**src/rtl/add_pipe_pkg.sv**
```systemverilog
// add_pipe_pkg: shared constants for the segmented pipelined adder.
//   WIDTH_DEF / SEG_DEF : default operand width and per-stage segment width
//   op_e                : encoding of the sub input (ADD = 0, SUB = 1)
package add_pipe_pkg;

   localparam int WIDTH_DEF = 32;
   localparam int SEG_DEF   = 8;

   typedef enum logic {
      ADD = 1'b0,
      SUB = 1'b1
   } op_e;

endpackage

```
**src/rtl/add_pipe_seg.sv**
```systemverilog
// add_seg: one SEG-bit slice of the pipelined adder together with its stage
// register. The slice result only moves when en is high; rst clears it.
// Ports:
//   clk, rst       : clock, synchronous active-high reset
//   en             : stage advance enable
//   a_i, b_i, cin  : segment operands (b_i already conditionally inverted) and carry-in
//   sum_q          : registered segment sum
//   cout_q         : registered carry out of the segment MSB
//   cmsb_q         : registered carry into the segment MSB (used for overflow)
module add_seg
   import add_pipe_pkg::*;
#(
   parameter int SEG = SEG_DEF
) (
   input  logic           clk,
   input  logic           rst,
   input  logic           en,
   input  logic [SEG-1:0] a_i,
   input  logic [SEG-1:0] b_i,
   input  logic           cin,
   output logic [SEG-1:0] sum_q,
   output logic           cout_q,
   output logic           cmsb_q
);

   logic [SEG-1:0] sum_d;
   logic           cout_d;
   logic           cmsb_d;

   always_comb begin
      {cout_d, sum_d} = {1'b0, a_i} + {1'b0, b_i} + {{SEG{1'b0}}, cin};
      // sum bit = a ^ b ^ carry_in, so the carry into the MSB falls out directly
      cmsb_d = a_i[SEG-1] ^ b_i[SEG-1] ^ sum_d[SEG-1];
   end

   always_ff @(posedge clk) begin
      if (rst) begin
         sum_q  <= '0;
         cout_q <= 1'b0;
         cmsb_q <= 1'b0;
      end else if (en) begin
         sum_q  <= sum_d;
         cout_q <= cout_d;
         cmsb_q <= cmsb_d;
      end
   end

endmodule

```
**src/rtl/add_pipe.sv**
```systemverilog
// add_pipe: WIDTH-bit add/subtract split into NSEG = WIDTH/SEG pipeline stages.
// Stage k adds segment k using the carry registered by stage k-1; the upper
// operand segments ride along in delay registers and the finished lower result
// segments are carried forward until the last stage. The whole pipe moves as
// one (adv), so a stalled output freezes every stage and bubbles are preserved.
// WIDTH must be an integer multiple of SEG.
// Ports:
//   clk, rst            : clock, synchronous active-high reset
//   a, b, sub           : operands (two's complement) and operation (0 add, 1 subtract)
//   in_valid, in_ready  : input handshake; in_ready = adv
//   r, carry, ovf       : result, raw carry out of MSB, signed overflow
//   out_valid, out_ready: output handshake
module add_pipe
   import add_pipe_pkg::*;
#(
   parameter int WIDTH = WIDTH_DEF,
   parameter int SEG   = SEG_DEF
) (
   input  logic             clk,
   input  logic             rst,
   input  logic [WIDTH-1:0] a,
   input  logic [WIDTH-1:0] b,
   input  logic             sub,
   input  logic             in_valid,
   output logic             in_ready,
   output logic [WIDTH-1:0] r,
   output logic             carry,
   output logic             ovf,
   output logic             out_valid,
   input  logic             out_ready
);

   localparam int NSEG = WIDTH / SEG;

   logic             adv;

   logic             v_d   [NSEG];
   logic             v_q   [NSEG];
   logic [WIDTH-1:0] a_d   [NSEG];
   logic [WIDTH-1:0] a_q   [NSEG];
   logic [WIDTH-1:0] b_d   [NSEG];
   logic [WIDTH-1:0] b_q   [NSEG];
   logic [WIDTH-1:0] res_d [NSEG];
   logic [WIDTH-1:0] res_q [NSEG];

   logic [SEG-1:0]   seg_a   [NSEG];
   logic [SEG-1:0]   seg_b   [NSEG];
   logic             seg_cin [NSEG];
   logic [SEG-1:0]   sum_q   [NSEG];
   logic             cout_q  [NSEG];
   logic             cmsb_q  [NSEG];

   always_comb begin
      adv       = !v_q[NSEG-1] || out_ready;
      in_ready  = adv;
      out_valid = v_q[NSEG-1];
   end

   always_comb begin
      // stage 0 takes the ports; sub only matters here (inversion and carry-in)
      v_d[0]     = in_valid;
      a_d[0]     = a;
      b_d[0]     = (sub == SUB) ? ~b : b;
      res_d[0]   = '0;
      seg_a[0]   = a[SEG-1:0];
      seg_b[0]   = b_d[0][SEG-1:0];
      seg_cin[0] = sub;
      for (int k = 1; k < NSEG; k++) begin
         v_d[k]   = v_q[k-1];
         a_d[k]   = a_q[k-1];
         b_d[k]   = b_q[k-1];
         // fold the segment finished by the previous stage into the result word
         res_d[k] = res_q[k-1];
         res_d[k][(k-1)*SEG +: SEG] = sum_q[k-1];
         seg_a[k]   = a_q[k-1][k*SEG +: SEG];
         seg_b[k]   = b_q[k-1][k*SEG +: SEG];
         seg_cin[k] = cout_q[k-1];
      end
   end

   always_ff @(posedge clk) begin
      if (rst) begin
         for (int k = 0; k < NSEG; k++) begin
            v_q[k]   <= 1'b0;
            a_q[k]   <= '0;
            b_q[k]   <= '0;
            res_q[k] <= '0;
         end
      end else if (adv) begin
         for (int k = 0; k < NSEG; k++) begin
            v_q[k]   <= v_d[k];
            a_q[k]   <= a_d[k];
            b_q[k]   <= b_d[k];
            res_q[k] <= res_d[k];
         end
      end
   end

   for (genvar k = 0; k < NSEG; k++) begin : g_seg
      add_seg #(
         .SEG (SEG)
      ) u_seg (
         .clk    (clk),
         .rst    (rst),
         .en     (adv),
         .a_i    (seg_a[k]),
         .b_i    (seg_b[k]),
         .cin    (seg_cin[k]),
         .sum_q  (sum_q[k]),
         .cout_q (cout_q[k]),
         .cmsb_q (cmsb_q[k])
      );
   end

   always_comb begin
      r = res_q[NSEG-1];
      r[(NSEG-1)*SEG +: SEG] = sum_q[NSEG-1];
      carry = cout_q[NSEG-1];
      ovf   = cmsb_q[NSEG-1] ^ cout_q[NSEG-1];
   end

endmodule

```
**config.mk**
```make
export PLATFORM = sky130hd
export DESIGN_NAME = add_pipe
export DESIGN_NICKNAME = d
export VERILOG_FILES = /design/src/rtl/add_pipe_pkg.sv /design/src/rtl/add_pipe_seg.sv /design/src/rtl/add_pipe.sv
export SDC_FILE = /design/constraint.sdc
export NUM_CORES = 1
export LEC_CHECK = 0
export BUFFER_PORTS_ARGS = -buffer_cell sky130_fd_sc_hd__buf_2
export CORE_ASPECT_RATIO = 0.5
export CORE_MARGIN = 2
export CORE_UTILIZATION = 55
export CTS_CLUSTER_SIZE = 12
export DETAILED_ROUTE_END_ITERATION = 10
export GPL_TIMING_DRIVEN = 0
export PLACE_DENSITY = 0.76
export SLEW_MARGIN = 20
export SYNTH_ARGS = -nofsm -noshare
export SYNTH_HDL_FRONTEND = slang
export SYNTH_SLANG_ARGS = --single-unit
export TNS_END_PERCENT = 30
```
**constraint.sdc**
```tcl
create_clock -name clk -period 5.2 [get_ports clk]
set_input_delay 0.78 -clock clk [delete_from_list [all_inputs] [get_ports clk]]
set_output_delay 0.78 -clock clk [all_outputs]
set_load 0.01 [all_outputs]
```
* Yosys cells after proc, flatten, opt, wreduce, memory -nomap -nowiden
Memories as Yosys holds them, arrays and structs flattened.
Index checks and enable logic that the tools add are counted.
** Storage, ports and cells
- Bits in registers :: 37
- Latch bits :: 0
- RAM bits :: 388
- ROM bits :: 0
- Input bits :: 69
- Output and inout bits :: 36
- Memories :: 4
** Cells by class
- $add $sub $neg :: 8
- Multiply operators :: 0
- Div/mod/pow operators :: 0
- $lt $le $gt $ge :: 0
- Equality and inequality tests :: 0
- Shifts and indexed selects :: 0
- Muxes and demuxes :: 22
- Bitwise operators :: 20
- Reduce and logical (&&, ||, !) cells :: 2
** Memory list
- a_q :: words 4, bits a word 32, rd ports 3, clocked after memory_dff 0, wr ports 4, line add_pipe.sv:40 : logic [WIDTH-1:0] a_q [NSEG];
- b_q :: words 4, bits a word 32, rd ports 3, clocked after memory_dff 0, wr ports 4, line add_pipe.sv:42 : logic [WIDTH-1:0] b_q [NSEG];
- res_q :: words 4, bits a word 32, rd ports 4, clocked after memory_dff 0, wr ports 4, line add_pipe.sv:44 : logic [WIDTH-1:0] res_q [NSEG];
- v_q :: words 4, bits a word 1, rd ports 4, clocked after memory_dff 0, wr ports 4, line add_pipe.sv:38 : logic v_q [NSEG];
** Operators with widths (count)
- 32-bit two-way mux :: 13
- 8-bit by 8-bit adder with 9-bit output :: 4
- 9-bit by 1-bit adder with 9-bit output :: 4
- 32-bit NOT :: 1
- 1-bit OR :: 16
- 1-bit two-way mux :: 9
- 1-bit XOR :: 3
- 1-bit logical NOT :: 1
- 1-bit logical OR :: 1

* Longest topological paths before layout
An unclocked memory read counts as a cell.
- Depth in word-level cells :: 7
- Depth in mapped cells :: 8

* Cells and area by module
A second synthesis with hierarchy kept.
** Unflattened totals
- Cells, all modules :: 671
- Area, all modules :: 9379.0 sq um
** By module, submodules not included
- add_pipe :: times used 1, cells an instance 370, area each 6573.8 sq um
- add_seg at g_seg[1].u_seg ... :: times used 2, cells an instance 73, area each 685.7 sq um
- add_seg at g_seg[3].u_seg :: times used 1, cells an instance 82, area each 755.7 sq um
- add_seg at g_seg[0].u_seg :: times used 1, cells an instance 73, area each 678.2 sq um

* Least setup slack after synthesis
OpenSTA, ideal clock, no wires.
- Path type :: in2reg
- Start point :: in rst
- End point :: mem a_q[0][10] in the netlist's numbering (enable)
- Library setup time :: 0.501 ns
- Arrival :: 4.167 ns
- Data required time :: 4.699 ns
- Slack :: 0.532 ns
- Cell stages on the path :: 4
- Path buffers :: 2
- Cell sequence :: buf_2 > clkbuf_1 > nor2_1 > inv_1
** RTL lines
- start, declared :: line add_pipe.sv:20 : input logic rst,
- end, declared :: line add_pipe.sv:40

==> impl_metrics.csv <==
group,metric,value,unit
clock_tree,clk_path_buf_depth,2,
power,peakVddDrop,0.266,mV
power,design_power_total,3.39,mW
clock_tree,cts_tree,"yes",
finish,n_antenna_cell,0,
min_path,hold_path.class,"reg2reg",
worst_setup_path,start_kind,"register",
timing,finalSetupViolations,0,
worst_setup_path,end_kind,"primary output",
timing,finalHoldViolCount,0,
floorplan,start_util,0.574,
clock_tree,cts_setup_buffers,0,
worst_setup_path,path_max_fanout,10,
timing,period_needed,2.92,ns
logic_synthesis,synth_edf_count,148,
logic_synthesis,syn-num-nets,785,
logic_synthesis,ys_seq_elements,185,
finish,nFillCells,1155,
global_route,grt_pass1_vias,5755,
drt,totalWireLength,19000,um
clock_tree,hold_buffers,0,
job,drv_cap,0,
finish,multi_input_comb_area,3020,um^2
drt,vias_per_cell,5.76,
finish,fin_nets,907,
timing,max_slew_margin,0.543,
floorplan,die-area,16400,um^2
clock_tree,cts_inserted_buffers,17,
logic_synthesis,avgSynthCellArea,12.4,um^2
logic_synthesis,synthTopCellsByCount,"148 x edfxtp_1, 131 x and3_1, 41 x nor2_1",
clock_tree,postCtsResizedCells,0,
logic_synthesis,syn_area,8450,um^2
floorplan,core_area,14700,um^2
power,p_leak,4.67,nW
drt,dr_total_vias,5844,
finish,seq_area,5180,um^2
finish,syn_to_final_growth,16.3,%
floorplan,io_pins,105,
drt,ant_nets,0,
global_route,antenna_found_initial,0,
floorplan,die_y,91.7,um
timing,tns,0,ns
logic_synthesis,yosysMostFrequentCell,"edfxtp_1",
global_route,grt_first_pass_wirelength,30100,um
global_route,grt_usage,0.245,
worst_setup_path,crit_top_cell,"buf_2",
run_status,status,"completed",
clock_tree,cts.sinks,185,
timing,tightestPinTransition,0.685,ns
drt,dr.first_iter.drc_count,618,
logic_synthesis,synthCells,681,
placement,gp_congestion,0.888,
logic_synthesis,ys.warnings.count,0,
clock_tree,clkLatencyLatePin,0.44,ns
logic_synthesis,synth_top_area_frac,0.526,
logic_synthesis,ys_seq_area_frac,0.613,
clock_tree,ctsRootBufferMaster,"clkbuf_16",
worst_setup_path,crit_chain,"nor2b_1, inv_1, buf_2, buf_1, buf_2",
timing,max_freq,0.343,GHz
clock_tree,cts.clk_slew.worst_paths,0.07,ns
logic_synthesis,dominantRegCellSynth,"edfxtp_1",
logic_synthesis,synth.top_cells.by_area,"edfxtp_1 53%, and3_1 9.7%, dfxtp_1 8.8%",
logic_synthesis,synthDistinctLibCells,50,
placement,port_buffers,102,
placement,hpwl,13200,um
timing,rsz0062_at_grt,"no",
worst_setup_path,critPathSlowestCell,"buf_1",
logic_synthesis,yosysTopAreaCell,"edfxtp_1",
worst_setup_path,worst_path_largest_cell_delay,0.56,ns
timing,finalCritPeriodShare,0.561,
clock_tree,htreeDepth,4,
drt,drtPass1Iterations,5,
finish,drive_gt1_frac,0.190,
logic_synthesis,synth-async-reset-ratio,0,
global_route,overflow,0,
drt,drc,0,
floorplan,die_x,179,um
global_route,grt_max_degree,93,
timing,skew,0.00998,ns
worst_setup_path,critical_path_class,"reg2out",
power,power_density,345,nW/um^2
drt,avgRoutedWirePerCell,18.7,um
worst_setup_path,cp.required,4.42,ns
floorplan,rows,31,
timing,maxSlewViolCount,0,
worst_setup_path,worstPathArrival,2.14,ns
==> worst max-delay path: cells and delay by family, from the launching register on <==
kind / cells / cell delay (ns)
flip-flops: 1 / 0.38
AND/OR/NAND/NOR: 1 / 0.17
buffers and inverters: 4 / 1.15
==> routing by layer <==
layer | share of wire | global-route usage | vias to the layer above
li1 | - | - | 2793
met1 | 0.44 | 0.329 | 2788
met2 | 0.45 | 0.375 | 226
met3 | 0.091 | 0.0858 | 37
met4 | 0.021 | 0.0793 | 0
met5 | 0 | 0 | -
==> flip-flops by register name, summed over array words and instances (netlist names) <==
signal              flops
res_q                  48
a_q                    48
b_q                    48
g_seg.u_seg.sum_q      32
g_seg.u_seg.cmsb_q      1
v_q                     4
g_seg.u_seg.cout_q      4
==> power breakdown <==
group	switching (mW)	internal [mW]	total, mW	leakage [nW]
Combinational	0.201	0.161	0.363	2.33
Clock	0.604	0.679	1.28	0.281
Sequential	0.0394	1.70	1.74	2.06
==> logic make-up after synthesis <==
group,after synthesis,synth area share
DFF,185,0.613
xor gates and xnor gates,35,0.0363
buffers and inverters,64,0.0299
muxes,4,0.00533
adders and majority gates,35,0.0580
and+or+nand+nor,260,0.172
AOI/OAI and AO/OA,98,0.0854
==> worst paths after layout <==
path / cells past startpoint / from / slack, ns / end
max: 5 / v_q[0][3] / 2.28 / in_ready
max reg2reg: 6 / v_q[0][3] / 2.59 / b_q[0][54]
min reg2reg: 2 / g_seg[1].u_seg.sum_q[4] / 0.45 / g_seg[1].u_seg.sum_q[4]
min: 2 / g_seg[1].u_seg.sum_q[4] / 0.45 / g_seg[1].u_seg.sum_q[4]
==> stage by stage <==
| step | setup WS [ns] | hold WS (ns) | util | instances | instance area (um^2) |
|---|---|---|---|---|---|
| after detailed placement | 2.09 | 0.442 | 0.627 | 982 | 9250 |
| after global placement | -0.752 | 0.436 | 0.625 | 981 | 9210 |
| after global routing | 2.24 | 0.475 | 0.667 | 1014 | 9830 |
| after floorplan | 0.532 | 0.427 | - | 681 | 8450 |
| after CTS | 2.34 | 0.452 | 0.667 | 1014 | 9830 |
| final | 2.28 | 0.451 | 0.667 | 1014 | 9830 |
==> area by class of cell <==
class,instances,area share
flip-flops and latches,185,0.528
clock inverters,15,0.0159
inverters,15,0.00649
repair buffers,103,0.0547
clock buffers,17,0.0433
plain buffers,49,0.0200
multi-input cells,432,0.307
well taps,198,0.0252
==> cells in the final DEF, fill, tap and decap left out, types with 23 or more instances in the layout <==
cell type and instances:
ha_1 28, edfxtp_1 148, clkbuf_1 37, xnor2_1 27
nor2_1 41, dfxtp_1 37, buf_2 111, nand2_1 23
and3_1 131
(Power assumes the default switching activity.)
